### config.mk
export PLATFORM = sky130hd
export DESIGN_NAME = fm_mult_scheduler
export DESIGN_NICKNAME = d
export VERILOG_FILES = /design/src/rtl/fm_mult_scheduler_pkg.sv /design/src/rtl/seqmultNM.sv /design/src/rtl/fm_mult_scheduler.sv
export SDC_FILE = /design/constraint.sdc
export NUM_CORES = 1
export LEC_CHECK = 0
export BUFFER_PORTS_ARGS = -buffer_cell sky130_fd_sc_hd__buf_2
export CAP_MARGIN = 0
export CORE_ASPECT_RATIO = 1.2
export CORE_MARGIN = 5
export CORE_UTILIZATION = 66
export DETAILED_ROUTE_END_ITERATION = 8
export PLACE_DENSITY_LB_ADDON = 0.25
export SETUP_SLACK_MARGIN = 0.2
export SYNTH_ARGS = -nofsm -noshare
export SYNTH_HDL_FRONTEND = slang
export SYNTH_SLANG_ARGS = --single-unit
### constraint.sdc
create_clock -name clock -period 9.45 [get_ports clock]
set_clock_uncertainty 0.2 [all_clocks]
set_input_delay 1.89 -clock clock [delete_from_list [all_inputs] [get_ports clock]]
set_output_delay 1.89 -clock clock [all_outputs]
set_load 0.05 [all_outputs]
### src/rtl/fm_mult_scheduler_pkg.sv
// Shared constants for the FM multiplex scheduler: FSM encoding, multiplier
// geometry, scaling shifts and sample widths.
package fm_mult_scheduler_pkg;

  typedef enum logic [3:0] {
    IDLE   = 4'd0,
    MUL_M  = 4'd1,
    WAIT_M = 4'd2,
    MUL_R  = 4'd3,
    WAIT_R = 4'd4,
    SUM    = 4'd5,
    MUL_F  = 4'd6,
    WAIT_F = 4'd7,
    OUT    = 4'd8
  } state_t;

  localparam int MUL_A_W   = 20;
  localparam int MUL_B_W   = 9;
  localparam int MUL_P_W   = 29;

  localparam int PILOT_SHR = 3;
  localparam int PILOT_SHL = 5;
  localparam int SUB_SHR   = 8;
  localparam int FINAL_SHR = 5;

  localparam int SAMPLE_W  = 18;
  localparam int OUT_W     = 24;

endpackage

### src/rtl/seqmultNM.sv
// Sequential signed MxN shift-add multiplier. ready drops the cycle after
// start and returns high with R valid N+1 cycles after the start edge.
module seqmultNM #(
  parameter int M = 20,
  parameter int N = 9
) (
  input  logic                  clock,
  input  logic                  reset,
  input  logic                  start,
  input  logic signed [M-1:0]   A,
  input  logic signed [N-1:0]   B,
  output logic signed [M+N-1:0] R,
  output logic                  ready
);

  localparam int W  = M + N;
  localparam int CW = $clog2(N);
  localparam logic [CW-1:0] LAST = CW'(N - 1);

  logic signed [W-1:0] r_acc;
  logic signed [W-1:0] r_a;
  logic        [N-1:0] r_b;
  logic       [CW-1:0] r_cnt;
  logic signed [W-1:0] r_prod;
  logic                r_ready;
  logic signed [W-1:0] w_addend;
  logic signed [W-1:0] w_acc_next;

  // The multiplier MSB carries negative weight, so the last partial product subtracts.
  always_comb begin
    w_addend = '0;
    if (r_b[0]) w_addend = (r_cnt == LAST) ? -r_a : r_a;
    w_acc_next = r_acc + w_addend;
  end

  always_ff @(posedge clock) begin
    if (reset) begin
      r_acc   <= '0;
      r_a     <= '0;
      r_b     <= '0;
      r_cnt   <= '0;
      r_prod  <= '0;
      r_ready <= 1'b1;
    end else if (start) begin
      r_acc   <= '0;
      r_a     <= {{N{A[M-1]}}, A};
      r_b     <= B;
      r_cnt   <= '0;
      r_ready <= 1'b0;
    end else if (!r_ready) begin
      r_acc <= w_acc_next;
      r_a   <= r_a <<< 1;
      r_b   <= r_b >> 1;
      r_cnt <= r_cnt + 1'b1;
      if (r_cnt == LAST) begin
        r_prod  <= w_acc_next;
        r_ready <= 1'b1;
      end
    end
  end

  assign R     = r_prod;
  assign ready = r_ready;

endmodule

### src/rtl/fm_mult_scheduler.sv
// Stereo FM multiplex builder: pilot, subcarrier and deviation products share
// one sequential multiplier, scheduled by a single FSM per 192 kHz sample.
module fm_mult_scheduler
  import fm_mult_scheduler_pkg::*;
(
  input  logic                       clock,
  input  logic                       reset,
  input  logic                       clken_192,
  input  logic signed [SAMPLE_W-1:0] LI_LEFT,
  input  logic signed [SAMPLE_W-1:0] LI_RIGHT,
  input  logic signed [7:0]          sine_19,
  input  logic signed [7:0]          sine_38,
  input  logic        [3:0]          Kp,
  input  logic        [7:0]          Kf,
  output logic signed [OUT_W-1:0]    FMout,
  output logic                       ready_block_192,
  output logic                       busy,
  output logic                       overrun
);

  state_t                      r_state;
  logic signed [SAMPLE_W-1:0]  r_left, r_right;
  logic signed [7:0]           r_s19, r_s38;
  logic        [3:0]           r_kp;
  logic        [7:0]           r_kf;
  logic signed [SAMPLE_W-1:0]  r_term_m, r_term_r;
  logic signed [MUL_A_W-1:0]   r_sum;
  logic signed [OUT_W-1:0]     r_final, r_fmout;
  logic                        r_ready_blk, r_overrun, r_start;
  logic signed [MUL_A_W-1:0]   w_a;
  logic signed [MUL_B_W-1:0]   w_b;
  logic signed [MUL_P_W-1:0]   w_p;
  logic                        w_mul_ready;

  function automatic logic signed [SAMPLE_W-1:0] scale_pilot(input logic signed [MUL_P_W-1:0] p);
    return SAMPLE_W'((p >>> PILOT_SHR) <<< PILOT_SHL);
  endfunction

  function automatic logic signed [SAMPLE_W-1:0] scale_sub(input logic signed [MUL_P_W-1:0] p);
    return SAMPLE_W'(p >>> SUB_SHR);
  endfunction

  function automatic logic signed [OUT_W-1:0] scale_final(input logic signed [MUL_P_W-1:0] p);
    return OUT_W'(p >>> FINAL_SHR);
  endfunction

  // Operands stay selected through WAIT_x so they are stable while the multiplier runs.
  always_comb begin
    w_a = '0;
    w_b = '0;
    case (r_state)
      MUL_M, WAIT_M: begin
        w_a = {{(MUL_A_W-8){r_s19[7]}}, r_s19};
        w_b = {{(MUL_B_W-4){1'b0}}, r_kp};
      end
      MUL_R, WAIT_R: begin
        w_a = {{(MUL_A_W-SAMPLE_W){r_right[SAMPLE_W-1]}}, r_right};
        w_b = {r_s38[7], r_s38};
      end
      MUL_F, WAIT_F: begin
        w_a = r_sum;
        w_b = {1'b0, r_kf};
      end
      default: ;
    endcase
  end

  seqmultNM #(.M(MUL_A_W), .N(MUL_B_W)) u_mult (
    .clock (clock),
    .reset (reset),
    .start (r_start),
    .A     (w_a),
    .B     (w_b),
    .R     (w_p),
    .ready (w_mul_ready)
  );

  // start is raised on entry to each MUL_x so the multiplier has dropped ready by WAIT_x.
  always_ff @(posedge clock) begin
    if (reset) begin
      r_state     <= IDLE;
      r_left      <= '0;
      r_right     <= '0;
      r_s19       <= '0;
      r_s38       <= '0;
      r_kp        <= '0;
      r_kf        <= '0;
      r_term_m    <= '0;
      r_term_r    <= '0;
      r_sum       <= '0;
      r_final     <= '0;
      r_fmout     <= '0;
      r_ready_blk <= 1'b0;
      r_overrun   <= 1'b0;
      r_start     <= 1'b0;
    end else begin
      r_start     <= 1'b0;
      r_ready_blk <= 1'b0;
      if (clken_192 && (r_state != IDLE)) r_overrun <= 1'b1;
      case (r_state)
        IDLE: if (clken_192) begin
          r_left  <= LI_LEFT;
          r_right <= LI_RIGHT;
          r_s19   <= sine_19;
          r_s38   <= sine_38;
          r_kp    <= Kp;
          r_kf    <= Kf;
          r_start <= 1'b1;
          r_state <= MUL_M;
        end
        MUL_M:  r_state <= WAIT_M;
        WAIT_M: if (w_mul_ready) begin
          r_term_m <= scale_pilot(w_p);
          r_start  <= 1'b1;
          r_state  <= MUL_R;
        end
        MUL_R:  r_state <= WAIT_R;
        WAIT_R: if (w_mul_ready) begin
          r_term_r <= scale_sub(w_p);
          r_state  <= SUM;
        end
        SUM: begin
          r_sum   <= {{(MUL_A_W-SAMPLE_W){r_left[SAMPLE_W-1]}}, r_left}
                   + {{(MUL_A_W-SAMPLE_W){r_term_m[SAMPLE_W-1]}}, r_term_m}
                   + {{(MUL_A_W-SAMPLE_W){r_term_r[SAMPLE_W-1]}}, r_term_r};
          r_start <= 1'b1;
          r_state <= MUL_F;
        end
        MUL_F:  r_state <= WAIT_F;
        WAIT_F: if (w_mul_ready) begin
          r_final <= scale_final(w_p);
          r_state <= OUT;
        end
        OUT: begin
          r_fmout     <= r_final;
          r_ready_blk <= 1'b1;
          r_state     <= IDLE;
        end
        default: r_state <= IDLE;
      endcase
    end
  end

  assign FMout           = r_fmout;
  assign ready_block_192 = r_ready_blk;
  assign busy            = (r_state != IDLE);
  assign overrun         = r_overrun;

endmodule

==> metrics <==
status=finished, final reports clean; IO Count=94; post-CTS sizing=0; Avg WL per Cell=18.2 um; final period utilization=0.491; share of the yosys chip area belonging to registers=0.391; Max VDD drop=0.172 mV; Crit Path Class=reg -> reg; area delta synth->final=10.1%; worst-path cell chain=or4_4 -> or2_2 -> or3_1 -> o21ai_0 -> xnor2_1 -> and2_1 -> ha_1 -> a21oi_1 -> o21ai_0 -> o31ai_1 -> a31oi_1 -> nand2b_1 -> o311ai_0; vias in the first global route=12000; fill count=1602; slowest CP cell=o31ai_1; Critical Path RT=9.69 ns; Rows=57; Netlist Area Pre-Place=13700 um2; Worst Setup Start Kind=flip-flop; vias per inst=6.22; Top FF cell, synth=dfxtp_1; critical path's largest stage delay=around 0.62 ns; Worst-path clk slew=0.06 ns; ys async rst share=0; pin count of the biggest net entering global routing=100; hold crit path type=reg -> reg; Die Ht=168 um; H-Tree Depth=1; CTS tree=built; initial drt markers=990; initial antenna violation count=0; Max Fanout on Critical Path=7; Synth cell types=70; Fmax achieved=216 MHz; routability congestion estimate=0.932; YS warnings=0; Final ANT Viol Nets=0; die area=23800 um2; hpwl dp=25100 um; layout cell share with drive strength beyond 1=0.105; pwr/cell area=175 nW/um2; first-pass GRT wire length=a little under 60000 um; # diodes=0; cts hold-fix bufs=0; Layout Nets=1858; Setup TNS=0 ns; Final Hold Viols=0; arrival time at the worst endpoint=4.89 ns; post-synthesis cell count=1708; maxcap violations=0; Global Route Usage Sum=0.299; drt pass-1 iters=6; worst rel slew slack=0.193; CTS root buffer=clkbuf_16; Post-Route WL=36600 um; DIE WIDTH=~140 um; DRC Markers=0; Clock Sinks=around 270; Period minus WS final=4.64 ns; Post-synth EDFFs=0; total CTS buffers=27; P_leak=around 6.3 nW; Avg Cell Area, Syn=8.04 um2; I/O Buffers=93; register bit count reported by yosys=268; worst-skew pair later-pin latency=0.55 ns; deepest clock path buffer count=3; Starting Density=0.673; most used cell, CP=o21ai_0; Total Power=2.64 mW; Setup Buffers After CTS=0; RSZ-0062 raised after global routing=no; Core Area=20400 um2; Vias=12500; final setup fails=0; Worst-Margin Slew=1.21 ns; max-slew violation count=0; crit end category=flip-flop; GRT overflow=0; synthesized net count=1844
worst paths after layout:
check / slack [ns] / cells past startpoint / endpoint / start
setup / recovery: 4.81 / 13 / u_mult.R[22]$_SDFFE_PP0P_ / u_mult.r_a[5]$_SDFFE_PP0P_
hold / removal: 0.25 / 2 / FMout[19]$_SDFFE_PP0P_ / r_final[19]$_SDFFE_PP0P_
setup reg to reg: 4.81 / 13 / u_mult.R[22]$_SDFFE_PP0P_ / u_mult.r_a[5]$_SDFFE_PP0P_
hold reg to reg: 0.25 / 2 / FMout[19]$_SDFFE_PP0P_ / r_final[19]$_SDFFE_PP0P_
synthesized netlist by cell type, drive strengths merged, types with 12 or more instances:
cell type / n / area [um2]
o21ai: 61 / 305
and2: 26 / 163
nand3: 46 / 230
xor2: 19 / 166
xnor2: 34 / 298
a31oi: 16 / 100
a21o: 30 / 225
a21oi: 230 / 1150
fa: 15 / 300
nand2: 354 / 1330
inv: 23 / 86.3
o31ai: 12 / 90.1
o22a: 25 / 219
clkbuf: 118 / 483
nor3: 19 / 106
nor2: 112 / 420
o21bai: 17 / 128
dfxtp: 268 / 5370
mux2i: 43 / 430
ha: 54 / 676
nand4: 15 / 93.8
flip-flops by register name (all words and copies together), names as in the netlist, 8 cells and up:
register	cells
r_final	24
u_mult.r_a	29
r_sum	20
r_term_r	18
r_term_m	13
r_left	18
r_s38	8
FMout	24
u_mult.r_b	9
r_kf	8
r_right	18
u_mult.r_acc	29
r_s19	8
u_mult.R	26
where the power goes:
| group | switching (mW) | internal [mW] | total [mW] |
|---|---|---|---|
| Clock | 0.459 | 0.699 | 1.16 |
| Combinational | 0.178 | 0.0944 | 0.272 |
| Sequential | 0.0412 | 1.17 | 1.21 |
| Total | 0.678 | 1.96 | 2.64 |
logic make-up (layout without fill, tap and decap cells):
kind of cell | count (synthesis) | in the layout | synth area share
compound gates | 485 | 485 | 0.220
mux | 43 | 43 | 0.0314
simple gates | 641 | 641 | 0.206
xor+xnor | 54 | 54 | 0.0355
buf+inv | 148 | 183 | 0.0448
fa+ha+maj | 69 | 69 | 0.0711
flops | 268 | 268 | 0.391
cell type report:
cell class,instances,area [um2],share of cell area
clock buffers,38,797,0.0527
clock inverters,12,178,0.0118
inverters,24,90.1,0.00596
multi-input cells,1292,7760,0.514
flip-flops and latches,268,5370,0.355
well taps,265,332,0.0219
repair buffers,109,592,0.0391
layer usage:
metal / wire length, um / global-route usage / part of all wire
met1: 14700 / 0.364 / 0.40
met2: 17800 / 0.514 / 0.49
met3: 2150 / 0.0397 / 0.059
met4: 1920 / 0.153 / 0.053
met5: 0 / 0 / 0
cells in the final DEF (no fill, tap or decap), types with 17 or more instances in the layout:
| cell type | n |
|---|---|
| clkbuf_16 | 27 |
| and2_1 | 25 |
| ha_1 | 54 |
| a21o_1 | 30 |
| o22a_1 | 25 |
| buf_2 | 92 |
| nand2_1 | 353 |
| nor2_1 | 112 |
| o21ai_0 | 60 |
| o21bai_1 | 17 |
| dfxtp_1 | 267 |
| inv_1 | 23 |
| xor2_1 | 19 |
| nand3_1 | 46 |
| mux2i_1 | 43 |
| nor3_1 | 17 |
| xnor2_1 | 34 |
| a21oi_1 | 230 |
through the flow:
stage          hold WS [ns]  cell area (um2)  std cells  setup WS (ns)  utilization
2_1_floorplan         0.229            13700       1708           5.25            -
3_3_place_gp          0.237            14100       1958           4.94        0.693
3_5_place_dp          0.243            14100       1958           4.89        0.693
4_1_cts               0.252            15100       2008           4.88        0.741
5_1_grt               0.266            15100       2008           4.51        0.741
6_report              0.248            15100       2008           4.81        0.741
critical path: cells and delay by family (launching register included):
family | cells | cell delay (ns)
XOR/XNOR | 1 | 0.08
flip-flops | 1 | 0.37
adder cells (fa/ha/maj) | 1 | 0.36
AO/OA/AOI/OAI | 6 | 1.84
AND/OR/NAND/NOR | 5 | 1.69
Note: power is estimated with default switching activity, not from simulation.
